**config.mk**
```make
export PLATFORM = sky130hd
export DESIGN_NAME = read_controller
export DESIGN_NICKNAME = d
export VERILOG_FILES = /design/src/rtl/read_controller.sv
export SDC_FILE = /design/constraint.sdc
export NUM_CORES = 1
export LEC_CHECK = 0
export ABC_AREA = 1
export BUFFER_PORTS_ARGS = -buffer_cell sky130_fd_sc_hd__buf_2
export CORE_MARGIN = 5
export CORE_UTILIZATION = 35
export CTS_BUF_LIST = sky130_fd_sc_hd__clkbuf_4 sky130_fd_sc_hd__clkbuf_8 sky130_fd_sc_hd__clkbuf_16
export DETAILED_ROUTE_END_ITERATION = 10
export PLACE_DENSITY = 0.61
export SLEW_MARGIN = 20
export SYNTH_ARGS = -nofsm -noshare
export SYNTH_HDL_FRONTEND = slang
export SYNTH_SLANG_ARGS = --single-unit
```
**constraint.sdc**
```tcl
create_clock -name clk -period 2.98 [get_ports clk]
set_input_delay 0.298 -clock clk [delete_from_list [all_inputs] [get_ports clk]]
set_output_delay 0.298 -clock clk [all_outputs]
set_load 0.005 [all_outputs]
```
**src/rtl/read_controller.sv**
```systemverilog
`timescale 1ns/1ps
// Frame read-back: walks pixel BRAM 0..NUM_PIXELS-1, sends each pixel as 3 bytes (MSB first) to uart_tx.
// Latency: en one cycle after start; first tx_start RD_LATENCY+2 cycles after the en cycle when tx is idle.
// Backpressure: holds in SEND while tx_busy=1; at most one byte outstanding, start ignored while busy.
module read_controller #(
  parameter int NUM_PIXELS = 196608,
  parameter int ADDR_W     = 18,
  parameter int RD_LATENCY = 2
) (
  input  logic              clk,
  input  logic              rst_n,
  input  logic              start,
  input  logic [23:0]       dout,
  input  logic              tx_busy,
  output logic              en,
  output logic              we,
  output logic [ADDR_W-1:0] addr,
  output logic              tx_start,
  output logic [7:0]        tx_data,
  output logic              busy,
  output logic              done,
  output logic [2:0]        status
);

  typedef enum logic [2:0] {
    IDLE    = 3'd0,
    READ    = 3'd1,
    LATCH   = 3'd2,
    SEND    = 3'd3,
    WAIT_TX = 3'd4,
    NEXT    = 3'd5
  } state_t;

  localparam logic [ADDR_W-1:0] LAST_ADDR = ADDR_W'(NUM_PIXELS - 1);
  // Counter value in the cycle where BRAM dout becomes valid (counter is 0 in the first LATCH cycle).
  localparam logic [1:0]        LAT_LAST  = 2'(RD_LATENCY - 1);

  state_t            state, state_nxt;
  logic [ADDR_W-1:0] addr_nxt;
  logic              en_nxt, tx_start_nxt, busy_nxt, done_nxt;
  logic [7:0]        tx_data_nxt;
  logic [23:0]       pixel, pixel_nxt;
  logic [1:0]        byte_idx, byte_idx_nxt;
  logic [1:0]        lat_cnt, lat_cnt_nxt;

  assign we     = 1'b0;
  assign status = state;

  // State and registered outputs; all clear immediately on reset, aborting any frame in flight.
  always_ff @(posedge clk or negedge rst_n) begin
    if (!rst_n) begin
      state    <= IDLE;
      addr     <= '0;
      en       <= 1'b0;
      tx_start <= 1'b0;
      tx_data  <= 8'd0;
      busy     <= 1'b0;
      done     <= 1'b0;
      pixel    <= 24'd0;
      byte_idx <= 2'd0;
      lat_cnt  <= 2'd0;
    end else begin
      state    <= state_nxt;
      addr     <= addr_nxt;
      en       <= en_nxt;
      tx_start <= tx_start_nxt;
      tx_data  <= tx_data_nxt;
      busy     <= busy_nxt;
      done     <= done_nxt;
      pixel    <= pixel_nxt;
      byte_idx <= byte_idx_nxt;
      lat_cnt  <= lat_cnt_nxt;
    end
  end

  // Next-state and next-output logic; en/tx_start/done are single-cycle pulses by default.
  always_comb begin
    state_nxt    = state;
    addr_nxt     = addr;
    en_nxt       = 1'b0;
    tx_start_nxt = 1'b0;
    tx_data_nxt  = tx_data;
    busy_nxt     = busy;
    done_nxt     = 1'b0;
    pixel_nxt    = pixel;
    byte_idx_nxt = byte_idx;
    lat_cnt_nxt  = lat_cnt;
    case (state)
      IDLE: begin
        addr_nxt = '0;
        // A start landing on the done cycle belongs to the finished frame and is dropped.
        if (start && !done) begin
          state_nxt = READ;
          busy_nxt  = 1'b1;
          en_nxt    = 1'b1;
        end
      end
      READ: begin
        lat_cnt_nxt = 2'd0;
        state_nxt   = LATCH;
      end
      LATCH: begin
        if (lat_cnt == LAT_LAST) begin
          pixel_nxt    = dout;
          byte_idx_nxt = 2'd0;
          state_nxt    = SEND;
        end else begin
          lat_cnt_nxt = lat_cnt + 2'd1;
        end
      end
      SEND: begin
        if (!tx_busy) begin
          tx_start_nxt = 1'b1;
          case (byte_idx)
            2'd0:    tx_data_nxt = pixel[23:16];
            2'd1:    tx_data_nxt = pixel[15:8];
            default: tx_data_nxt = pixel[7:0];
          endcase
          state_nxt = WAIT_TX;
        end
      end
      WAIT_TX: begin
        // tx_start is high only in the first WAIT_TX cycle: uart_tx has not raised busy yet.
        if (!tx_start && !tx_busy) state_nxt = NEXT;
      end
      NEXT: begin
        if (byte_idx != 2'd2) begin
          byte_idx_nxt = byte_idx + 2'd1;
          state_nxt    = SEND;
        end else if (addr == LAST_ADDR) begin
          addr_nxt  = '0;
          done_nxt  = 1'b1;
          busy_nxt  = 1'b0;
          state_nxt = IDLE;
        end else begin
          addr_nxt  = addr + ADDR_W'(1);
          en_nxt    = 1'b1;
          state_nxt = READ;
        end
      end
      default: state_nxt = IDLE;
    endcase
  end

endmodule

```
# After elaboration in Yosys (flattened, before gate mapping)
# Index checks and enable logic that the tools add are counted.
dict set report totals {
  elab_cells 77
  reg_bits 61
}
dict set report classes {
  n_reduce_logical 17
  n_bitwise 1
  muxes 29
  n_eq_ne 17
  addsub 3
}
# operator n
set ops {}
lappend ops {{18-bit 2-to-1 mux} 2}
lappend ops {{18-bit one-hot mux with 2 select lines} 1}
lappend ops {{18-bit by 1-bit adder with 18-bit output (second input constant)} 1}
lappend ops {{18-bit equality test (second input constant)} 1}
lappend ops {{2-bit inequality test (second input constant)} 9}
lappend ops {{3-bit one-hot mux with 6 select lines} 1}
lappend ops {{8-bit one-hot mux with 2 select lines} 1}
lappend ops {{1-bit 2-to-1 mux} 12}
lappend ops {{3-bit 2-to-1 mux} 4}
lappend ops {{2-bit 2-to-1 mux} 4}
lappend ops {{2-bit one-hot mux with 2 select lines} 2}
lappend ops {{2-bit AND reduction} 4}
lappend ops {{4-bit AND reduction} 2}
lappend ops {{3-bit by 2-bit equality test with 1-bit output (second input constant)} 2}
lappend ops {{3-bit equality test (second input constant)} 2}
lappend ops {{2-bit nonzero test} 3}
lappend ops {{2-bit by 1-bit adder with 2-bit output (second input constant)} 2}
lappend ops {{2-bit by 1-bit equality test with 1-bit output (second input constant)} 2}
lappend ops {{1-bit one-hot mux with 2 select lines} 2}
lappend ops {{3-bit by 1-bit equality test with 1-bit output (second input constant)} 1}
lappend ops {{1-bit logical NOT} 3}
lappend ops {{3-bit logical NOT} 1}
lappend ops {{3-bit AND reduction} 1}
lappend ops {{1-bit logical AND} 2}
lappend ops {{other kinds (2)} 2}

# Depth between registers and ports, before layout
dict set report depth {
  depth_word 4
  depth_mapped 10
}

# Worst setup path after synthesis
# Ideal clock, no wire load.
dict set report synth_timing {
  path_type {register to register}
  startpoint {register byte_idx[0]}
  endpoint {register addr[15]}
  period_less_slack_ns 1.431
  t_arrival_ns 1.317
  path_stages_with_launch 10
  path_slack_ns 1.549
  n_path_buf 2
  cell_sequence {dfrtp_1 inv_1 ha_1 nand4_1 nand2_2 buf_6 buf_6 nand4_1 nand2_1 nor2_2}
}
dict set report synth_between {
  elab_chain_cells 3
}
# item line_no
set synth_lines {}
lappend synth_lines {{from (decl)} 43} ;# logic [1:0] byte_idx, byte_idx_nxt;
lappend synth_lines {{from (signal assigned)} 71} ;# byte_idx <= byte_idx_nxt;
lappend synth_lines {{2-bit inequality test} 127} ;# if (byte_idx != 2'd2) begin
lappend synth_lines {{2-bit inequality test (no source line)} --}
lappend synth_lines {{2-bit AND reduction (no source line)} --}
lappend synth_lines {{to (signal assigned)} 64} ;# addr <= addr_nxt;
lappend synth_lines {{to (decl)} 17} ;# output logic [ADDR_W-1:0] addr,
# Every way passes these cells.
# A chain may end at the register's enable or synchronous reset.

# Worst setup path after layout
dict set report layout_timing {
  startpoint {register byte_idx[0]}
  endpoint {register addr[17]}
}
# The elaborated chain is that of the path after synthesis.

==> flow_metrics.py <==
metrics = {
    "timing": {
        "rsz0062_at_grt": "false",
        "fin_tns_setup_ns": 0,
        "timing.final.crit_period_ns": 1.95,
        "setup_viol_count_final": 0,
        "fmax_ghz": 0.513,
        "maxSlewViolCount": 0,
        "final_hold_viol_count": 0,
        "period_share_pct": 65.4,
        "worst_pin_slew_ns": 0.640,
        "worst_slew_margin_rel_pct": 57.3,
        "skew_ns": 0.00835,
    },
    "floorplanning": {
        "row_count": 34,
        "dieWidth_um": 103,
        "ios": 62,
        "initial_core_util_pct": 35.4,
        "die_h_um": 103,
        "coreArea_um2": 8640,
        "die-area_um2": 10700,
    },
    "hold_path": {
        "holdPathEnd": "pixel[1]",
        "holdPathStages": 3,
        "hold_class": "in -> reg",
        "hold_start": "dout[1]",
    },
    "final_layout": {
        "fin_util_pct": 42.2,
        "final_nets": 482,
        "diodes": 0,
        "syn_to_final_growth_pct": 19.1,
        "layout-drive-gt1-share_pct": 19.8,
    },
    "routing": {
        "routedWlPerCell_um": 12.1,
        "routed_wl_mm": 6.82,
        "vias": 2574,
        "firstDrtPassIters": 4,
        "drtIter0Drc": 52,
        "via_per_inst": 4.58,
        "antenna_left": 0,
        "drc_errors": 0,
    },
    "pwr": {
        "leakagePower_nw": 1.90,
        "pwr_density_cell_nw_per_um2": 855,
        "ir_worst_vdd_uv": 364,
    },
    "cts": {
        "cts_buffers": 9,
        "clock-sinks": 61,
        "clockBufferDepth": 2,
        "cts-resized-gates": 0,
        "htree_num_levels": 3,
        "path_clk_slew_ns": 0.07,
        "cts_tree": "yes",
        "clk_latency_ns": 0.33,
        "clockRootBuffer": "clkbuf_8",
    },
    "global_route": {
        "grt_max_degree": 49,
        "global_route.overflow_total": 0,
        "grt_pass1_wl_mm": 11.5,
        "antenna_found_initial": 0,
        "grt.total_usage_pct": 13.8,
        "grt_pass1_vias": 2548,
    },
    "setup_path": {
        "cp_slowest_stage_delay_ns": 0.41,
        "start_kind": "flip-flop",
        "critical_path_arrival_ns": 2.16,
        "cp-end-kind": "flip-flop",
        "critPathTopFamily": "simple AND/OR/NAND/NOR gates",
        "reg2reg_from": "byte_idx[0]",
        "rrSetupSlack_ns": 1.03,
        "cp_max_fo": 21,
        "path_buf_inv": 2,
        "path_cells": "inv_1 > ha_1 > nand4_1 > nand2_2 > inv_1 > a21oi_4 > nor2_1",
        "worstPathRequired_ns": 3.19,
        "r2r_cells": 7,
        "path_common_cell": "inv_1",
        "slowest_stage": "dfrtp_1",
        "crit_type": "reg -> reg",
        "r2r_end": "addr[17]",
    },
    "synthesis": {
        "synth.area.mux_share_pct": 0,
        "synth_top_family_by_area": "simple AND/OR/NAND/NOR gates",
        "synth-seq-area-share_pct": 49.9,
        "synth_cells": 385,
        "synthAdderAreaFrac_pct": 2.05,
        "synth_xor_xnor_area_share_pct": 2.00,
        "syn_nets": 418,
        "syn_area_um2": 3060,
        "yosysWarningCount": 0,
        "synth-simple-area-share_pct": 25.9,
        "syn_area_per_cell_um2": 7.94,
        "synth-seq-cells": 61,
        "synth_compound_area_share_pct": 9.70,
        "ys_types": 27,
    },
    "run": {
        "maxCapViolCount": 0,
    },
    "placement": {
        "dpl.hpwl_mm": 4.96,
        "portBuffers": 60,
        "gp_congestion": 0.798,
    },
    "run_status": {
        "status": "complete, no violations",
    },
}
## per-layer routing
layer | up-vias | GRT usage (%) | share of wire [%]
met5 | - | 0 | 0
met4 | 0 | 4.28 | 0.67
met3 | 6 | 4.43 | 6.3
met2 | 69 | 22.2 | 46
met1 | 1167 | 17.9 | 47
li1 | 1332 | - | -
## synth_stat cells
cell type,n,area [um2]
o211ai_1,1,7.51
or2_0,1,6.26
xor2_1,5,43.8
o22ai_1,8,50.1
nor2_4,2,22.5
o21bai_1,1,7.51
o21ai_0,9,45.0
clkinv_1,2,7.51
clkbuf_1,2,7.51
nand2_2,3,18.8
dfrtp_1,61,1530
nand2_1,70,263
buf_4,3,22.5
conb_1,1,3.75
xnor2_1,2,17.5
nand4_1,8,50.1
buf_6,6,67.6
inv_1,55,206
nor2_1,76,285
nor2_2,4,25.0
nor3_1,1,5.00
a21oi_1,34,170
nor4_1,1,6.26
ha_1,5,62.6
a21oi_4,1,16.3
nand3_1,22,110
inv_2,1,3.75
## through the flow
stage               worst slack [ns]  power [mW]  instances  instance area (um2)  hold slack, ns
finish                          1.03        3.11        562                 3640           0.207
global route                   0.804        3.41        562                 3640           0.195
detailed placement             0.984        2.39        545                 3420           0.466
CTS                            0.989        3.18        561                 3630           0.154
floorplan                       1.55        2.10        385                 3060         0.00241
global placement                1.09        2.35        545                 3420           0.463
## layout make-up
type                    instances  area (um2)
repair buffers                 64         335
multi-input cells             255        1220
clock buffers                  11         151
inverters                      58         218
fillers                       908        4990
clock inverters                 5        58.8
flip-flops and latches         61        1530
well taps                     108         135
## how the worst max path moves through the flow
stage          slack [ns]  endpoint  cells past startpoint        start
6_report             1.03  addr[17]                      7  byte_idx[0]
5_1_grt              0.80  addr[17]                      7  byte_idx[0]
2_1_floorplan        1.55  addr[15]                      9  byte_idx[0]
3_5_place_dp         0.98  addr[11]                      7  byte_idx[0]
4_1_cts              0.99  addr[11]                      7  byte_idx[0]
3_3_place_gp         1.09   addr[9]                      7  byte_idx[0]
## what timing repair did
action	in CTS	in global routing
buffers inserted	0	0
endpoints found under the setup margin	0	0
hold buffers	0	1
hold endpoints to repair	0	37
## registers in the layout (all words and copies together), names as in the netlist
register / cells
pixel: 24
addr: 18
tx_data: 8
status: 3
byte_idx: 2
lat_cnt: 2
busy: 1
done: 1
en: 1
tx_start: 1
## placed cells by master, fill, tap and decap left out, drive strengths merged
cell         instances
inv                 56
o211ai               1
or2                  1
clkinv               4
o22ai                8
nor4                 1
nand3               22
buf                 63
o21ai                9
bufinv               1
dfrtp               61
clkbuf              11
a21oi               35
nand2               73
nand4                8
nor2                82
nor3                 1
conb                 1
dlygate4sd3          1
xnor2                2
xor2                 5
o21bai               1
clkinvlp             2
ha                   5
## cell families (layout without fill, tap and decap cells)
kind of cell,Yosys count,after routing
xor gates and xnor gates,7,7
DFF,61,61
AOI/OAI and AO/OA,54,54
buffers and inverters,69,138
other,1,1
adders and majority gates,5,5
and+or+nand+nor,188,188
## power breakdown
group / internal (mW) / switching, mW
clock network: 0.432 / 0.339
logic: 0.397 / 0.719
registers: 1.10 / 0.126
total: 1.93 / 1.18
## tightest hold or removal path, delay by kind of cell
family | cells | cell delay [ns]
buffers and inverters | 1 | 0.07
AO/OA/AOI/OAI | 1 | 0.09
AND/OR/NAND/NOR | 1 | 0.03
Power figures use the tool's default switching activity.
